## config.mk

```make
export PLATFORM = sky130hd
export DESIGN_NAME = game_turn_controller
export DESIGN_NICKNAME = d
export VERILOG_FILES = /design/src/rtl/game_pkg.sv /design/src/rtl/roll_settle_timer.sv /design/src/rtl/game_turn_controller.sv
export SDC_FILE = /design/constraint.sdc
export NUM_CORES = 1
export LEC_CHECK = 0
export CAP_MARGIN = 20
export CELL_PAD_IN_SITES_DETAIL_PLACEMENT = 1
export CELL_PAD_IN_SITES_GLOBAL_PLACEMENT = 2
export CORE_MARGIN = 5
export CORE_UTILIZATION = 33
export CTS_CLUSTER_DIAMETER = 30
export CTS_CLUSTER_SIZE = 40
export DETAILED_ROUTE_END_ITERATION = 16
export PLACE_DENSITY = 0.84
export SLEW_MARGIN = 10
export SYNTH_ARGS = -nofsm -noshare
export SYNTH_HDL_FRONTEND = slang
export SYNTH_SLANG_ARGS = --single-unit
```

## constraint.sdc

```tcl
create_clock -name clk -period 4.99 [get_ports clk]
set_input_delay 0.998 -clock clk [delete_from_list [all_inputs] [get_ports clk]]
set_output_delay 0.998 -clock clk [all_outputs]
set_load 0.1 [all_outputs]
```

## src/rtl/game_pkg.sv

```systemverilog
// game_pkg: shared state encoding and default parameters for the turn controller.
package game_pkg;
  typedef enum logic [2:0] {
    IDLE    = 3'd0,
    AIM     = 3'd1,
    ROLLING = 3'd2,
    RESPAWN = 3'd3,
    WIN     = 3'd4,
    LOSE    = 3'd5
  } game_state_t;
  localparam int SHOTS_EASY_DEF = 15;
  localparam int SHOTS_HARD_DEF = 8;
  localparam int SETTLE_CYC_DEF = 16;
endpackage

```

## src/rtl/roll_settle_timer.sv

```systemverilog
// roll_settle_timer: pulses settled once endOfRoll has held for SETTLE_CYC consecutive enabled cycles.
module roll_settle_timer #(
  parameter int SETTLE_CYC = 16
) (
  input  logic clk,
  input  logic resetN,
  input  logic clr,
  input  logic en,
  input  logic endOfRoll,
  output logic settled
);
  localparam int CW = $clog2(SETTLE_CYC + 1);
  logic [CW-1:0] cnt_q, cnt_d;
  always_comb begin
    settled = en && endOfRoll && (cnt_q == CW'(SETTLE_CYC - 1));
    cnt_d   = cnt_q;
    if (clr || settled) cnt_d = '0;
    else if (en) cnt_d = endOfRoll ? cnt_q + CW'(1) : '0;
  end
  always_ff @(posedge clk or negedge resetN)
    if (!resetN) cnt_q <= '0;
    else cnt_q <= cnt_d;
endmodule

```

## src/rtl/game_turn_controller.sv

```systemverilog
// game_turn_controller: turn sequencing FSM with score and shot budget for the billiard game.
module game_turn_controller
  import game_pkg::*;
#(
  parameter int SHOTS_EASY = SHOTS_EASY_DEF,
  parameter int SHOTS_HARD = SHOTS_HARD_DEF,
  parameter int SETTLE_CYC = SETTLE_CYC_DEF,
  parameter int SCORE_W    = 4,
  parameter int SHOT_W     = 4
) (
  input  logic               clk,
  input  logic               resetN,
  input  logic               startN,
  input  logic               hitEnable,
  input  logic               endOfRoll,
  input  logic               increasePoint,
  input  logic               allBallsIn,
  input  logic               init0,
  input  logic               flag_hardMode,
  output logic               hitEnableStateMachine,
  output logic               whiteReset,
  output logic [SCORE_W-1:0] score,
  output logic [SHOT_W-1:0]  shotsLeft,
  output logic               gameWon,
  output logic               gameLost,
  output logic [2:0]         state
);
  game_state_t        state_q, state_d;
  logic [SCORE_W-1:0] score_q, score_d;
  logic [SHOT_W-1:0]  shots_q, shots_d;
  logic               scratch_q, scratch_d;
  logic               start_q, start_prev_q, start_p;
  logic               hit, settled, inc, pen, scratch;
  assign start_p = start_prev_q && !start_q;
  assign hit     = (state_q == AIM) && hitEnable;
  assign scratch = scratch_q || init0;
  roll_settle_timer #(.SETTLE_CYC(SETTLE_CYC)) u_settle (
    .clk      (clk),
    .resetN   (resetN),
    .clr      (hit),
    .en       (state_q == ROLLING),
    .endOfRoll(endOfRoll),
    .settled  (settled)
  );
  always_comb begin
    state_d   = state_q;
    scratch_d = scratch_q;
    shots_d   = shots_q;
    case (state_q)
      IDLE:     if (start_p) begin
                  state_d = AIM;
                  shots_d = flag_hardMode ? SHOT_W'(SHOTS_HARD) : SHOT_W'(SHOTS_EASY);
                end
      AIM:      if (hitEnable) begin
                  state_d   = ROLLING;
                  scratch_d = 1'b0;
                  shots_d   = (shots_q == '0) ? shots_q : shots_q - SHOT_W'(1);
                end
      ROLLING: begin
        scratch_d = scratch;
        if (settled)
          state_d = allBallsIn ? WIN : scratch ? RESPAWN : (shots_q == '0) ? LOSE : AIM;
      end
      RESPAWN:  state_d = (shots_q == '0) ? LOSE : AIM;
      default:  if (start_p) state_d = IDLE;
    endcase
  end
  // A pocket and a hard-mode scratch penalty in the same cycle cancel out.
  always_comb begin
    inc     = increasePoint && (state_q inside {AIM, ROLLING, RESPAWN});
    pen     = (state_q == RESPAWN) && flag_hardMode;
    score_d = score_q;
    if (state_q == IDLE && start_p) score_d = '0;
    else if (inc && !pen) score_d = (score_q == '1) ? score_q : score_q + SCORE_W'(1);
    else if (pen && !inc) score_d = (score_q == '0) ? score_q : score_q - SCORE_W'(1);
  end
  always_ff @(posedge clk or negedge resetN)
    if (!resetN) begin
      state_q      <= IDLE;
      score_q      <= '0;
      shots_q      <= '0;
      scratch_q    <= 1'b0;
      start_q      <= 1'b1;
      start_prev_q <= 1'b1;
    end else begin
      state_q      <= state_d;
      score_q      <= score_d;
      shots_q      <= shots_d;
      scratch_q    <= scratch_d;
      start_q      <= startN;
      start_prev_q <= start_q;
    end
  assign hitEnableStateMachine = (state_q == AIM);
  assign whiteReset            = (state_q == RESPAWN);
  assign gameWon               = (state_q == WIN);
  assign gameLost              = (state_q == LOSE);
  assign score                 = score_q;
  assign shotsLeft             = shots_q;
  assign state                 = state_q;
endmodule

```

# Word level (Yosys, flattened, before mapping)

Cells that the tools add are included.

Reductions and logical operators: 27
Eq/ne operators: 13
Add/sub/neg operators: 4
Mux-type cells: 23

Operators by type and width:

| cell                | number |
|---|---|
| $mux 4              | 8 |
| $mux 3              | 8 |
| $mux 5              | 3 |
| $pmux 3 s4          | 1 |
| $logic_and 1x1->1   | 9 |
| $logic_not 4->1     | 2 |
| $ne 2x2->1 const B  | 4 |
| $pmux 4 s2          | 1 |
| $reduce_and 4->1    | 2 |
| $sub 4x1->4 const B | 2 |
| $eq 3x2->1 const B  | 2 |
| $eq 3x3->1 const B  | 2 |
| $ne 3x3->1 const B  | 2 |
| $reduce_bool 2->1   | 3 |
| $reduce_bool 3->1   | 2 |
| $add 5x1->5 const B | 1 |
| $eq 5x4->1 const B  | 1 |
| $add 4x1->4 const B | 1 |
| $eq 4x4->1 const B  | 1 |
| $reduce_bool 4->1   | 1 |
| $eq 3x1->1 const B  | 1 |
| $logic_not 1->1     | 3 |
| $logic_not 3->1     | 1 |
| $reduce_and 3->1    | 1 |
| 4 further kinds     | 5 |

Word-level logic and storage cells: 74
Output and inout port bits: 15
Register bits: 19
Input bits: 9

# Depth between registers and ports, before layout

Gate-level depths: netlist of the first run.

Word-level depth: 8
Mapped depth: 10
Mapped depth without buffers: 9

# By module

A second synthesis of the first run with hierarchy kept.

Cells, all modules: 122
Area, all modules: 1194.9 um^2

Modules (own cells, without submodules):

| module               | area each (um^2) | cells each | instances | seq. area each (um^2) |
|---|---|---|---|---|
| game_turn_controller | 907.1            | 92         | 1         | 352.8 |
| roll_settle_timer    | 287.8            | 30         | 1         | 125.1 |

# Worst setup path before layout of the first run

No wires, ideal clock.

Kind: register -> output
From: register state_q[1] (netlist: state[1])
To: output whiteReset
Path buffers: 1
Slack: 1.316 ns
Stages on the path, launching flop included: 4
Data required time: 3.992 ns
Data arrival time: 2.676 ns
Cells stage by stage: dfrtp_1 > buf_2 > nand2b_1 > nor2_1

Longest elaborated chain between the ends: 1

Ends and longest elaborated chain:

| what                   | RTL line                   | source |
|---|---|---|
| start, declared        | game_turn_controller.sv:28 | `game_state_t state_q, state_d;` |
| start signal, assigned | game_turn_controller.sv:86 | `state_q <= state_d;` |
| $eq 3x2->1             | game_turn_controller.sv:94 | `assign whiteReset = (state_q == RESPAWN);` |
| end, declared          | game_turn_controller.sv:21 | `output logic whiteReset,` |

Every way passes these cells.

# Final worst setup path of the first run

From: register state_q[2] (netlist: state[2])
To: output hitEnableStateMachine

Longest elaborated chain between the ends: 1

Ends and longest elaborated chain:

| what          | RTL line                   | source |
|---|---|---|
| $eq 3x1->1    | game_turn_controller.sv:93 | `assign hitEnableStateMachine = (state_q == AIM);` |
| end, declared | game_turn_controller.sv:20 | `output logic hitEnableStateMachine,` |

Every way passes these cells.

==> flow_metrics.tcl, run 1 <==
set metrics [dict create \
    r2r_cells 9 \
    cts_tree "built" \
    path_max_fanout 14 \
    fin_setup_tns_ps 0 \
    ys_seq_area_share_pct 39.9 \
    ys.flop_type "dfrtp_1" \
    vias 1017 \
    startpoint_type "register" \
    numCtsBuffers 3 \
    tightest_slew_ps 981 \
    port-buffer-count 23 \
    min_path_type "reg -> reg" \
    finClkSkew_ps 8.72 \
    syn_area_per_cell_sq_um 9.22 \
    end_kind "output port" \
    finalSetupViolCount 0 \
    core_area_sq_mm 0.00342 \
    routedWlPerCell_um 14.5 \
    rsz0062_at_grt "false" \
    drv_cap 0 \
    die_w_um 70.3 \
    r2r_end "score[3]" \
    die_h_um 70.3 \
    cts_resized 0 \
    ys_ff_latch 19 \
    antenna_cells 0 \
    cp.depth 3 \
    ys_types 46 \
    r2r_setup_slack_ps 2600 \
    hpwl_um 2230 \
    status "finished clean" \
    clock_path_buffers 2 \
    area_delta_synth_final_pct 22.7 \
    path_clk_slew_ps 120 \
    synth_top_area_share_pct 35.5 \
    fin_crit_ps 3800 \
    synth-edff-count 0 \
    fin_nets 166 \
    grtUsageTotal_pct 12.5 \
    ctsHoldBuffers 0 \
    first_global_vias 1098 \
    insertion_delay_ps 300 \
    critPathMaxStageDelay_ps 1160 \
    netlist_area_sq_mm 0.00120 \
    most-common-layout-cells "clkdlybuf4s50_1, dfrtp_1, nand2_1" \
    start_util_pct 35.1 \
    endpoint "hitEnableStateMachine" \
    die-area_sq_mm 0.00494 \
    cts_root_buffer "clkbuf_4" \
    slowest_stage "clkdlybuf4s50_1" \
    slew_violations 0 \
    drc_errors 0 \
    grt-ovfl-total 0 \
    critical_path_required_ps 3990 \
    fmax_ghz 0.263 \
    layout-drive-gt1-share_pct 8.61 \
    cts_setup_buffers 0 \
    crit_chain "or3b_1, inv_1, clkdlybuf4s50_1" \
    path_delay_family "buffers and inverters" \
    synth_area_leaders "dfrtp_1, ha_1, dfstp_2, nand2_1, o21ai_0" \
    async_flop_share_pct 100 \
    yosysWarningCount 0 \
    gp_congestion 0.763 \
    clkSinkCount 19 \
    postSynthCellCount 130 \
    r2r-start "state[1]" \
    cp_num_buf_inv 2 \
    first_pass_iters 4 \
    wl_um 2860 \
    crit_start "state[2]" \
    fin_crit_sh_pct 76.1 \
    hold_viol 0 \
    synthesis.nets 144 \
    grt_pass1_wl_um 5130 \
    dr.first_iter.drc_count 36 \
    critPathArrivalTime_ps 2800 \
    htreeDepth 1 \
    grt_max_degree 20 \
    ioPinCount 24 \
    maxSlewHeadroom_pct 34.4 \
    yosysTopAreaCell "dfrtp_1" \
    antenna_left 0 \
    antenna_found_initial 0 \
    critical_path_class "reg -> out" \
    std_cell_rows 21 \
    final_common_cell "clkdlybuf4s50_1" \
    via_per_inst 5.16 \
]
routing by layer:
| metal | track usage (%) | wire length (um) | up-vias |
|---|---|---|---|
| met4 | 3.19 | 20 | 0 |
| met5 | 0 | 0 | - |
| met3 | 2.87 | 89 | 2 |
| met2 | 21.2 | 1350 | 17 |
| met1 | 16.0 | 1400 | 492 |
| li1 | - | - | 506 |
sequential cells by signal, indices dropped and copies added (netlist names):
| signal | flops |
|---|---|
| score | 4 |
| scratch_q | 1 |
| start_prev_q | 1 |
| start_q | 1 |
| shotsLeft | 4 |
| state | 3 |
| u_settle.cnt_q | 5 |
area by class of cell:
cell class | count | area [sq um]
Clock buffer | 3 | 22.5
Clock inverter | 1 | 5.00
Fill cell | 421 | 1950
Inverter | 9 | 33.8
Multi-Input combinational cell | 96 | 643
Sequential cell | 19 | 478
Tap cell | 46 | 57.6
Timing Repair Buffer | 23 | 230
per-stage QoR:
| step | util, % | setup WS [ps] | area (sq um) | hold slack (ps) | instances |
|---|---|---|---|---|---|
| after floorplan | - | 1320 | 1200 | 351 | 130 |
| after global placement | 42.2 | 1560 | 1440 | 355 | 193 |
| after detailed placement | 42.2 | 1520 | 1440 | 361 | 193 |
| after CTS | 43.0 | 1170 | 1470 | 379 | 197 |
| after global routing | 43.0 | 1080 | 1470 | 389 | 197 |
| final | 43.0 | 1190 | 1470 | 376 | 197 |
cell families (layout without fill, tap and decap cells):
| group | Yosys count | after routing | share of synthesized area [%] |
|---|---|---|---|
| mux | 5 | 5 | 4.28 |
| buf+inv | 15 | 36 | 6.47 |
| compound gates | 35 | 35 | 19.1 |
| simple gates | 49 | 49 | 23.6 |
| flops | 19 | 19 | 39.9 |
| xor+xnor | 2 | 2 | 1.46 |
| fa+ha+maj | 5 | 5 | 5.22 |
cell usage after synthesis, types with 2 or more instances:
cell,n
and2_1,3
ha_1,5
nor3_1,4
nor2_1,8
nand3_1,3
or3b_1,2
mux2i_1,4
a21oi_1,9
o21ai_0,10
buf_6,2
a22o_1,2
o22a_1,2
dfrtp_1,17
nand4_1,2
dfstp_2,2
buf_2,2
nand2b_1,3
nand2_1,14
and3_1,2
inv_1,8
worst reg2reg max path, cell delays in order (launching register included):
cell,delay (ps)
dfrtp_1,540
and3_1,250
nor4b_2,430
inv_2,100
ha_1,340
o21ai_0,90
nand2b_1,70
mux2i_1,180
mux2i_1,100
o21ba_1,180
worst min path at each step:
stage / from / endpoint / slack [ps] / depth (start not counted)
final: start_q / start_prev_q / 380 / 0
after global routing: start_q / start_prev_q / 390 / 0
after CTS: start_q / start_prev_q / 380 / 0
after detailed placement: start_q / start_prev_q / 360 / 0
after global placement: start_q / start_prev_q / 350 / 0
after floorplan: start_q / start_prev_q / 350 / 0
Power of run 1 is not shown: default switching activity piles up to over one toggle a cycle in this logic, so the estimate is an artifact.
==> run 2, diff against run 1 <==
Settings changed: CORE_UTILIZATION 33 to 30, PLACE_DENSITY 0.84 to 0.78.
Clock period 4.99 ns to 3.9 ns, I/O delays scaled along.
==> run 2 against run 1 <==
  * First-iteration DRC count shrank 8.3%
  * Register-to-register slack lost 1100 ps
  * Routed wire length grew 1.7%
  * Critical path depth shrank 2
  * Clock-buffer cell count grew 1
  * Cell count grew 2.5%
  * Critical endpoint is now state[1]
  * Design area grew 1.4%
  * Die area grew 8.5%
  * Non-clock buffer count grew 1
  * Worst hold slack lost 9.1 ps
  * Sequential share of layout area shrank 0.44 points
  * Critical path type unchanged
==> flow_metrics.tcl, run 2 (same netlist as run 1, synthesis figures left out) <==
set metrics [dict create \
    wl_um 2910 \
    die_w_um 73.2 \
    maxSlewHeadroom_pct 34.1 \
    drv_cap 0 \
    gp_congestion 0.764 \
    start_util_pct 30.4 \
    tightest_slew_ps 985 \
    via_per_inst 5.03 \
    final_util_pct 37.8 \
    cts_tree "built" \
    final_common_cell "clkdlybuf4s50_1" \
    hold_viol 0 \
    r2r-start "state[1]" \
    rsz0062_at_grt "false" \
    path_clk_slew_ps 80 \
    min_path_type "reg -> reg" \
    fin_crit_ps 2900 \
    dr.first_iter.drc_count 33 \
    area_delta_synth_final_pct 24.3 \
    fin_setup_tns_ps 0 \
    port-buffer-count 23 \
    vias 1017 \
    first_pass_iters 2 \
    drc_errors 0 \
    cts_resized 0 \
    clkSinkCount 19 \
    path_delay_family "buffers and inverters" \
    crit_chain "clkdlybuf4s50_1" \
    critPathMaxStageDelay_ps 1230 \
    antenna_left 0 \
    multi_input_area_sq_um 643 \
    fillers 463 \
    first_global_vias 1074 \
    top_register "u_settle.cnt_q" \
    grt-ovfl-total 0 \
    status "finished clean" \
    ioPinCount 24 \
    antenna_found_initial 0 \
    grt_pass1_wl_um 5180 \
    fin_nets 167 \
    critical_path_required_ps 3120 \
    most-common-layout-cells "clkdlybuf4s50_1, dfrtp_1, nand2_1" \
    htreeDepth 1 \
    grtUsageTotal_pct 12.2 \
    antenna_cells 0 \
    slowest_stage "clkdlybuf4s50_1" \
    cts_root_buffer "clkbuf_8" \
    startpoint_type "register" \
    numCtsBuffers 3 \
    hpwl_um 2240 \
    regArea_sq_um 478 \
    layout-drive-gt1-share_pct 11.2 \
    hold_depth 0 \
    cp_num_buf_inv 1 \
    finalSetupViolCount 0 \
    r2r_end "score[3]" \
    fmax_ghz 0.345 \
    ctsHoldBuffers 0 \
    r2r_cells 9 \
    finClkSkew_ps 6.35 \
    r2r_setup_slack_ps 1460 \
    die-area_sq_mm 0.00536 \
    insertion_delay_ps 260 \
    die_h_um 73.2 \
    critical_path_class "reg -> out" \
    path_max_fanout 13 \
    core_area_sq_mm 0.00394 \
    critPathArrivalTime_ps 2120 \
    routedWlPerCell_um 14.4 \
    grt_max_degree 20 \
    clock_path_buffers 2 \
    end_kind "output port" \
    slew_violations 0 \
    std_cell_rows 23 \
    cts_setup_buffers 0 \
    largest_reg_flops 5 \
    whs_endpoint "start_prev_q" \
    hold_start "start_q" \
    fin_crit_sh_pct 74.3 \
]
run 2: worst max-delay path by stage:
| stage | startpoint | end | depth (start not counted) |
|---|---|---|---|
| 3_5_place_dp | flag_hardMode | score[3] | 10 |
| 3_3_place_gp | flag_hardMode | score[3] | 10 |
| 2_1_floorplan | state[1] | whiteReset | 3 |
| 6_report | state[1] | state[1] | 1 |
| 4_1_cts | state[1] | state[1] | 1 |
| 5_1_grt | flag_hardMode | score[3] | 10 |
run 2: per-layer routing:
layer,vias to the layer above,track usage (%),share of wire [%]
met4,0,1.84,0.41
met1,496,16.4,48
met3,2,3.03,4.0
met2,14,20.1,48
li1,505,-,-
met5,-,0,0
run 2: cell type report:
type	count	area share, %
flip-flops and latches	19	32.1
multi-input cells	96	43.2
inverters	9	2.27
clock buffers	4	3.02
well taps	50	4.20
repair buffers	24	15.3
run 2: stage by stage:
step	hold WS (ps)	worst slack (ps)	cells	instance area, sq um
global route	374	871	202	1490
global placement	358	929	198	1450
finish	367	1000	202	1490
floorplan	351	444	130	1200
detailed placement	357	757	198	1450
CTS	370	986	202	1490
Power of run 2 is left out for the same reason.
